<file path="src/rtl/instruction_fetch_queue.sv">
// ============================================================================
// Module   : instruction_fetch_queue
// Purpose  : Fetch-group request generator feeding a circular instruction queue
//            with multi-slot head presentation and redirect flush.
// Revision : 1.0 - initial release
// ============================================================================
`default_nettype none

module instruction_fetch_queue #(
   parameter int          FETCH_WIDTH     = 8,
   parameter int          DEPTH           = 16,
   parameter logic [31:0] START_BYTE_ADDR = 32'h0000_3000
) (
   input  logic                                 clk,
   input  logic                                 rst_n,
   output logic [31:0]                          imem_addr,
   input  logic [FETCH_WIDTH-1:0][31:0]         imem_data,
   input  logic                                 redirect_valid,
   input  logic [31:0]                          redirect_pc,
   input  logic [$clog2(FETCH_WIDTH+1)-1:0]     deq_count,
   output logic [FETCH_WIDTH-1:0][31:0]         out_instr,
   output logic [FETCH_WIDTH-1:0][31:0]         out_pc,
   output logic [$clog2(FETCH_WIDTH+1)-1:0]     out_valid_count,
   output logic                                 full,
   output logic                                 empty
);

   localparam int c_cw = $clog2(FETCH_WIDTH + 1);
   localparam int c_pw = $clog2(DEPTH);
   localparam int c_nw = $clog2(DEPTH + 1);

   localparam logic [c_nw-1:0] c_depth_n   = c_nw'(DEPTH);
   localparam logic [c_nw-1:0] c_fw_n      = c_nw'(FETCH_WIDTH);
   localparam logic [c_cw-1:0] c_fw_c      = c_cw'(FETCH_WIDTH);
   localparam logic [c_pw-1:0] c_fw_p      = c_pw'(FETCH_WIDTH);
   localparam logic [31:0]     c_grp_bytes = 32'(4 * FETCH_WIDTH);

   logic [31:0]     mem_instr_q [DEPTH];
   logic [31:0]     mem_pc_q    [DEPTH];

   logic [c_pw-1:0] head_q, head_d;
   logic [c_pw-1:0] tail_q, tail_d;
   logic [c_nw-1:0] count_q, count_d;
   logic [31:0]     fetch_pc_q, fetch_pc_d;
   logic            inflight_q, inflight_d;
   logic [31:0]     inflight_pc_q, inflight_pc_d;

   logic            w_req_fire;
   logic            w_write;
   logic [c_cw-1:0] w_eff_deq;
   logic [31:0]     w_credit;

   assign imem_addr       = fetch_pc_q;
   assign full            = (count_q == c_depth_n);
   assign empty           = (count_q == '0);
   assign out_valid_count = (count_q >= c_fw_n) ? c_fw_c : c_cw'(count_q);

   // Space is reserved for the outstanding group too, so the queue can never overflow.
   assign w_credit   = 32'(count_q) + (inflight_q ? 32'(FETCH_WIDTH) : 32'd0) + 32'(FETCH_WIDTH);
   assign w_req_fire = !redirect_valid && (w_credit <= 32'(DEPTH));
   assign w_write    = inflight_q && !redirect_valid;
   assign w_eff_deq  = (deq_count < out_valid_count) ? deq_count : out_valid_count;

   always_comb begin
      head_d        = head_q + c_pw'(w_eff_deq);
      tail_d        = w_write ? (tail_q + c_fw_p) : tail_q;
      count_d       = count_q - c_nw'(w_eff_deq) + (w_write ? c_fw_n : '0);
      inflight_d    = w_req_fire;
      inflight_pc_d = w_req_fire ? fetch_pc_q : inflight_pc_q;
      fetch_pc_d    = w_req_fire ? (fetch_pc_q + c_grp_bytes) : fetch_pc_q;
      if (redirect_valid) begin
         head_d     = '0;
         tail_d     = '0;
         count_d    = '0;
         inflight_d = 1'b0;
         fetch_pc_d = {redirect_pc[31:2], 2'b00};
      end
   end

   always_ff @(posedge clk or negedge rst_n) begin
      if (!rst_n) begin
         head_q        <= '0;
         tail_q        <= '0;
         count_q       <= '0;
         fetch_pc_q    <= START_BYTE_ADDR;
         inflight_q    <= 1'b0;
         inflight_pc_q <= '0;
      end else begin
         head_q        <= head_d;
         tail_q        <= tail_d;
         count_q       <= count_d;
         fetch_pc_q    <= fetch_pc_d;
         inflight_q    <= inflight_d;
         inflight_pc_q <= inflight_pc_d;
      end
   end

   // Storage needs no reset: slots beyond out_valid_count are forced to zero.
   always_ff @(posedge clk) begin
      if (w_write) begin
         for (int k = 0; k < FETCH_WIDTH; k++) begin
            mem_instr_q[tail_q + c_pw'(k)] <= imem_data[k];
            mem_pc_q[tail_q + c_pw'(k)]    <= inflight_pc_q + 32'(4 * k);
         end
      end
   end

   for (genvar k = 0; k < FETCH_WIDTH; k++) begin : g_slot
      logic [c_pw-1:0] w_idx;
      logic            w_vld;
      assign w_idx        = head_q + c_pw'(k);
      assign w_vld        = (c_cw'(k) < out_valid_count);
      assign out_instr[k] = w_vld ? mem_instr_q[w_idx] : 32'd0;
      assign out_pc[k]    = w_vld ? mem_pc_q[w_idx] : 32'd0;
   end

endmodule

`default_nettype wire
</file>
<file path="config.mk">
export PLATFORM = sky130hd
export DESIGN_NAME = instruction_fetch_queue
export DESIGN_NICKNAME = d
export VERILOG_FILES = /design/src/rtl/instruction_fetch_queue.sv
export SDC_FILE = /design/constraint.sdc
export NUM_CORES = 2
export LEC_CHECK = 0
export BUFFER_PORTS_ARGS = -buffer_cell sky130_fd_sc_hd__buf_2
export CORE_ASPECT_RATIO = 0.9
export CORE_MARGIN = 5
export CORE_UTILIZATION = 50
export DETAILED_ROUTE_END_ITERATION = 16
export GPL_TIMING_DRIVEN = 1
export PLACE_DENSITY = 0.73
export SYNTH_ARGS = -nofsm -noshare
export SYNTH_HDL_FRONTEND = slang
export SYNTH_SLANG_ARGS = --single-unit
export TNS_END_PERCENT = 30
</file>
<file path="constraint.sdc">
create_clock -name clk -period 8.1 [get_ports clk]
set_input_delay 0.81 -clock clk [delete_from_list [all_inputs] [get_ports clk]]
set_output_delay 0.81 -clock clk [all_outputs]
set_load 0.05 [all_outputs]
</file>
# ---- After elaboration in Yosys (flattened, before gate mapping)
# Memories as Yosys holds them, arrays and structs flattened.
# Index checks and enable logic that the tools add are counted.
# Widths: inputs -> output; s select.
dict set report totals {
  regBits 78
  ram_bits 1024
  in_bits 295
  output_inout_bits 550
  elab_cells 83
  memories 2
}
dict set report classes {
  addsub 28
  order_cmp 11
  n_eq_ne 1
  muxes 29
  reduce_logical 6
}
# name words width read_ports rd_ports_with_merged_regs write_ports line_no
set memory_table {}
lappend memory_table {mem_instr_q 16 32 8 0 8 38} ;# logic [31:0] mem_instr_q [DEPTH];
lappend memory_table {mem_pc_q 16 32 8 0 8 39} ;# logic [31:0] mem_pc_q [DEPTH];
# operator n
set ops {}
lappend ops {{$mux 32} 18}
lappend ops {{$add 32x5->32 const B} 4}
lappend ops {{$add 32x4->32 const B} 2}
lappend ops {{$add 32x3->32 const B} 1}
lappend ops {{$add 32x6->32 const B} 1}
lappend ops {{$add 4x3->4 const B} 8}
lappend ops {{$mux 4} 7}
lappend ops {{$add 4x2->4 const B} 4}
lappend ops {{$lt 3x4->1 const A} 4}
lappend ops {{$add 4x1->4 const B} 2}
lappend ops {{$lt 1x4->1 const A} 2}
lappend ops {{$lt 2x4->1 const A} 2}
lappend ops {{$add 6x4->7 const B} 1}
lappend ops {{$le 7x5->1 const B} 1}
lappend ops {{$add 5x4->6} 1}
lappend ops {{$add 5x4->5} 1}
lappend ops {{$eq 5x5->1 const B} 1}
lappend ops {{$ge 5x4->1 const B} 1}
lappend ops {{$logic_not 5->1} 1}
lappend ops {{$mux 5} 1}
lappend ops {{$sub 5x4->5} 1}
lappend ops {{$add 4x4->4} 1}
lappend ops {{$add 4x4->4 const B} 1}
lappend ops {{$lt 4x4->1} 1}
lappend ops {{4 further kinds} 8}

# ---- Logic depth before layout (Yosys ltp)
dict set report logic_depth {
  depth_word 7
  mapped_depth 13
  mapped_depth_nobuf 13
}

# ---- Worst setup path after synthesis
# No wires, ideal clock.
dict set report synth_path {
  path_kind {input to register}
  from {input port redirect_valid}
  to {memory mem_instr_q[1][0], enable pin}
  setup_time_ns 0.594
  t_arrival_ns 6.453
  t_required_ns 7.506
  setup_slack_ns 1.053
  path_stages 5
  path_buffers 3
  cell_sequence {or3b_1 > buf_2 > clkbuf_1 > buf_1 > inv_1}
}
# item line_no
set synth_rtl {}
lappend synth_rtl {{start, declared} 18} ;# input logic redirect_valid,
lappend synth_rtl {{end, declared} 38}

==> metrics.txt <==
# TYPE chip_impl_metric gauge
chip_impl_metric{name="first_iter_violations",unit=""} 9815
chip_impl_info{name="layout_commonest_cell",value="sky130_fd_sc_hd__mux4_2"} 1
chip_impl_info{name="worstPathCellList",value="inv_1 -> ha_1 -> nand2_1 -> xor2_4 -> buf_4 -> mux2i_1 -> o22ai_1 -> buf_2"} 1
chip_impl_metric{name="htree_levels",unit=""} 3
chip_impl_info{name="worst_hold_check_path_type",value="primary input to flip-flop"} 1
chip_impl_metric{name="drive_gt1_frac",unit=""} 0.344
chip_impl_metric{name="tns",unit="ns"} 0
chip_impl_metric{name="synth.lib_cells_used.distinct",unit=""} 57
chip_impl_metric{name="clock-sinks",unit=""} 1055
chip_impl_info{name="worstHoldStart",value="redirect_pc[6]"} 1
chip_impl_metric{name="length_in_cells_of_the_worst_reg_to_reg_path",unit=""} 5
chip_impl_metric{name="detail_route.wirelength",unit="mm"} 325
chip_impl_metric{name="worst-path-buf-inv",unit=""} 3
chip_impl_metric{name="synth-edff-count",unit=""} 984
chip_impl_metric{name="detail-route-antenna-nets",unit=""} 0
chip_impl_metric{name="avgViaCountPerCell",unit=""} 7.52
chip_impl_metric{name="yosys_warnings",unit=""} 0
chip_impl_metric{name="timing.fmax",unit="MHz"} 162
chip_impl_info{name="timing.rr.end",value="mem_pc_q[15][22]$_DFFE_PP_"} 1
chip_impl_metric{name="place_hpwl",unit="mm"} 209
chip_impl_metric{name="chip_width",unit="µm"} 435
chip_impl_info{name="regToRegStartpoint",value="inflight_pc_q[16]$_DFFE_PN0P_"} 1
chip_impl_info{name="most-common-layout-cells",value="992 x sky130_fd_sc_hd__mux4_2, 984 x sky130_fd_sc_hd__edfxtp_1, 934 x sky130_fd_sc_hd__mux2i_1"} 1
chip_impl_metric{name="port_buffers",unit=""} 824
chip_impl_metric{name="floorplan.die.height",unit="µm"} 393
chip_impl_metric{name="post_cts.repair.setup_buffers",unit=""} 0
chip_impl_metric{name="crit_path_max_incr_delay",unit="ns"} 1.10
chip_impl_metric{name="syn2layout_area_growth",unit="%"} 11.0
chip_impl_info{name="synth_ff_type",value="sky130_fd_sc_hd__edfxtp_1"} 1
chip_impl_metric{name="multi_input_comb_area",unit="µm²"} 46900
chip_impl_metric{name="worst_hold_path.num_cells",unit=""} 3
chip_impl_metric{name="clock_latency",unit="ns"} 0.79
chip_impl_metric{name="grt_usage",unit=""} 0.368
chip_impl_metric{name="async_flop_share",unit=""} 0.0673
chip_impl_metric{name="dr_total_vias",unit=""} 64962
chip_impl_metric{name="wl_per_cell",unit="µm"} 37.6
chip_impl_metric{name="cap_violations",unit=""} 0
chip_impl_metric{name="syn_avg_cell_area",unit="µm²"} 13.4
chip_impl_metric{name="filler_cell_count",unit=""} 12982
chip_impl_metric{name="r2r_slack",unit="ns"} 3.69
chip_impl_metric{name="ys_seq_area_frac",unit=""} 0.385
chip_impl_metric{name="routabilityCongestion",unit=""} 0.950
chip_impl_info{name="rsz0062_at_grt",value="no"} 1
chip_impl_info{name="holdPathEnd",value="imem_addr[6]$_DFFE_PN0N_"} 1
chip_impl_info{name="critical_path_class",value="flip-flop to output port"} 1
chip_impl_metric{name="dp_slack",unit="ns"} 2.79
chip_impl_metric{name="core-area",unit="µm²"} 162000
chip_impl_metric{name="final_critical_path_setup_slack",unit="ns"} 1.92
chip_impl_metric{name="placed_cell_area",unit="µm²"} 86300
chip_impl_metric{name="pin_count_of_the_biggest_net_entering_global_routing",unit=""} 155
chip_impl_metric{name="timing.final.crit_period",unit="ns"} 6.18
chip_impl_metric{name="syn-cell-area",unit="µm²"} 81400
chip_impl_metric{name="cp.arrival",unit="ns"} 5.37
chip_impl_metric{name="cells_after_synth",unit=""} 6064
chip_impl_metric{name="post-route-period-util",unit=""} 0.763
chip_impl_metric{name="drc_markers",unit=""} 0
chip_impl_metric{name="finish.instance_area",unit="µm²"} 90400
chip_impl_metric{name="ff_latch_area",unit="µm²"} 31300
chip_impl_metric{name="number_of_i_o_pins",unit=""} 845
chip_impl_metric{name="cp.required",unit="ns"} 7.29
chip_impl_metric{name="post_cts_resize_count",unit=""} 0
chip_impl_metric{name="clkSlewWorstSetupHoldPaths",unit="ns"} 0.06
chip_impl_metric{name="effective_utilization_at_floorplan",unit=""} 0.503
chip_impl_metric{name="drtPass1Iterations",unit=""} 8
chip_impl_metric{name="die-area",unit="µm²"} 171000
chip_impl_info{name="cpLargestDelayFamily",value="buffers and inverters"} 1
chip_impl_metric{name="first_global_vias",unit=""} 63252
chip_impl_info{name="startpoint_type",value="flip-flop"} 1
chip_impl_info{name="status",value="finished clean"} 1
chip_impl_metric{name="worst-path-max-fanout",unit=""} 39
chip_impl_metric{name="timing.final.setup_violations",unit=""} 0
chip_impl_metric{name="cts_inserted_buffers",unit=""} 117
chip_impl_metric{name="timing_max_transition_violations_final",unit=""} 0
chip_impl_metric{name="grt_remaining_overflow",unit=""} 0
chip_impl_metric{name="finalHoldViolations",unit=""} 0
chip_impl_metric{name="grt_antenna_before_repair",unit=""} 84
chip_impl_metric{name="fin_skew",unit="ns"} 0.0549
chip_impl_info{name="worst_path_max_delay_cell",value="sky130_fd_sc_hd__xor2_4"} 1
chip_impl_metric{name="clock_path_buffers",unit=""} 3
chip_impl_metric{name="number_of_rows_created_at_floorplan",unit=""} 140
chip_impl_info{name="critical_path.endpoint_type",value="output port"} 1
chip_impl_metric{name="ys_seq_elements",unit=""} 1055
chip_impl_metric{name="transition_time_of_the_tightest_slew_check_pin",unit="ns"} 1.47
chip_impl_metric{name="design.final.nets",unit=""} 6675
chip_impl_info{name="clock-root-buffer",value="sky130_fd_sc_hd__clkbuf_16"} 1
chip_impl_info{name="tritoncts",value="built"} 1
chip_impl_metric{name="grt_first_pass_wirelength",unit="mm"} 455
chip_impl_metric{name="relSlewSlack",unit=""} 0.0168
## logic make-up (layout without fill, tap and decap cells)
| group | count (synthesis) | after routing | synth area share |
|---|---|---|---|
| other | 1 | 92 | 0.0000461 |
| XOR/XNOR | 430 | 430 | 0.0463 |
| multiplexers | 1962 | 1962 | 0.394 |
| buffers and inverters | 843 | 1202 | 0.0428 |
| AND/OR/NAND/NOR | 729 | 729 | 0.0422 |
| flip-flops | 1055 | 1055 | 0.385 |
| AO/OA/AOI/OAI | 1005 | 1005 | 0.0834 |
| adder cells (fa/ha/maj) | 39 | 39 | 0.00627 |
## how the worst max path moves through the flow
stage	cells past startpoint	to	slack [ns]	start
2_1_floorplan	5	mem_instr_q[1][0]$_DFFE_PP_	1.05	redirect_valid
3_3_place_gp	8	out_pc[229]	2.82	head_q[1]$_DFF_PN0_
3_5_place_dp	8	out_pc[229]	2.79	head_q[1]$_DFF_PN0_
4_1_cts	8	out_pc[229]	1.97	head_q[1]$_DFF_PN0_
5_1_grt	7	out_pc[167]	1.78	head_q[1]$_DFF_PN0_
6_report	8	out_instr[252]	1.92	head_q[1]$_DFF_PN0_
## Yosys cell counts, drive strengths merged (3+ instances only)
| cell type | instances | share of area |
|---|---|---|
| buf | 305 | 0.018 |
| nor2b | 4 | 0.00031 |
| inv | 33 | 0.0015 |
| a21oi | 17 | 0.0010 |
| nand3 | 42 | 0.0026 |
| or4 | 3 | 0.00028 |
| o22ai | 496 | 0.038 |
| nor2 | 184 | 0.0086 |
| or2 | 12 | 0.00092 |
| and2 | 66 | 0.0051 |
| xnor2 | 255 | 0.027 |
| mux2 | 36 | 0.0050 |
| or3 | 11 | 0.00085 |
| clkbuf | 503 | 0.023 |
| edfxtp | 984 | 0.36 |
| o21ai | 37 | 0.0023 |
| nand4 | 29 | 0.0024 |
| fa | 3 | 0.00074 |
| nand2 | 279 | 0.013 |
| dfrtp | 69 | 0.021 |
| nor3 | 45 | 0.0032 |
| and3 | 7 | 0.00054 |
| a21o | 450 | 0.041 |
| xor2 | 175 | 0.019 |
| nor4 | 26 | 0.0025 |
| nand2b | 5 | 0.00038 |
| and4 | 10 | 0.0011 |
| mux2i | 934 | 0.11 |
| ha | 36 | 0.0055 |
| mux4 | 992 | 0.27 |
## flip-flops by register name, summed over array words and instances (netlist names)
signal and count:
count_q 5, head_q 4, imem_addr 30, inflight_pc_q 30, inflight_q 1, mem_instr_q 512, mem_pc_q 472, tail_q 1
## routing by layer
layer  part of all wire  global-route usage  wire length [µm]
met1               0.32               0.455            106000
met2               0.42               0.519            135000
met3               0.16               0.150             53300
met4              0.094               0.267             30500
met5            0.00082              0.0127               268
## tightest hold or removal path: cells and delay by family
kind / cells / cell delay (ns)
simple gates: 1 / 0.04
buf+inv: 1 / 0.08
compound gates: 1 / 0.05
## cell type report
class	count	area share
diodes	74	0.00205
clock buffers	141	0.0334
clock inverters	77	0.00933
inverters	35	0.00201
multi-input cells	4183	0.519
flip-flops and latches	1055	0.347
well taps	2130	0.0295
repair buffers	949	0.0583
## what timing repair did
| action | in CTS | in global routing |
|---|---|---|
| endpoints found under the setup margin | 0 | 0 |
| hold endpoints to repair | 2 | 0 |
| hold buffers | 1 | 0 |
## stage by stage
stage | hold WS [ns] | std cells | util
floorplan | 0.514 | 6081 | -
global placement | 0.498 | 8351 | 0.533
detailed placement | 0.528 | 8351 | 0.533
CTS | 0.207 | 8570 | 0.557
global route | 0.218 | 8634 | 0.558
finish | 0.243 | 8644 | 0.558
Power is not shown: default switching activity piles up to over one toggle a cycle in this logic, so the estimate is an artifact.
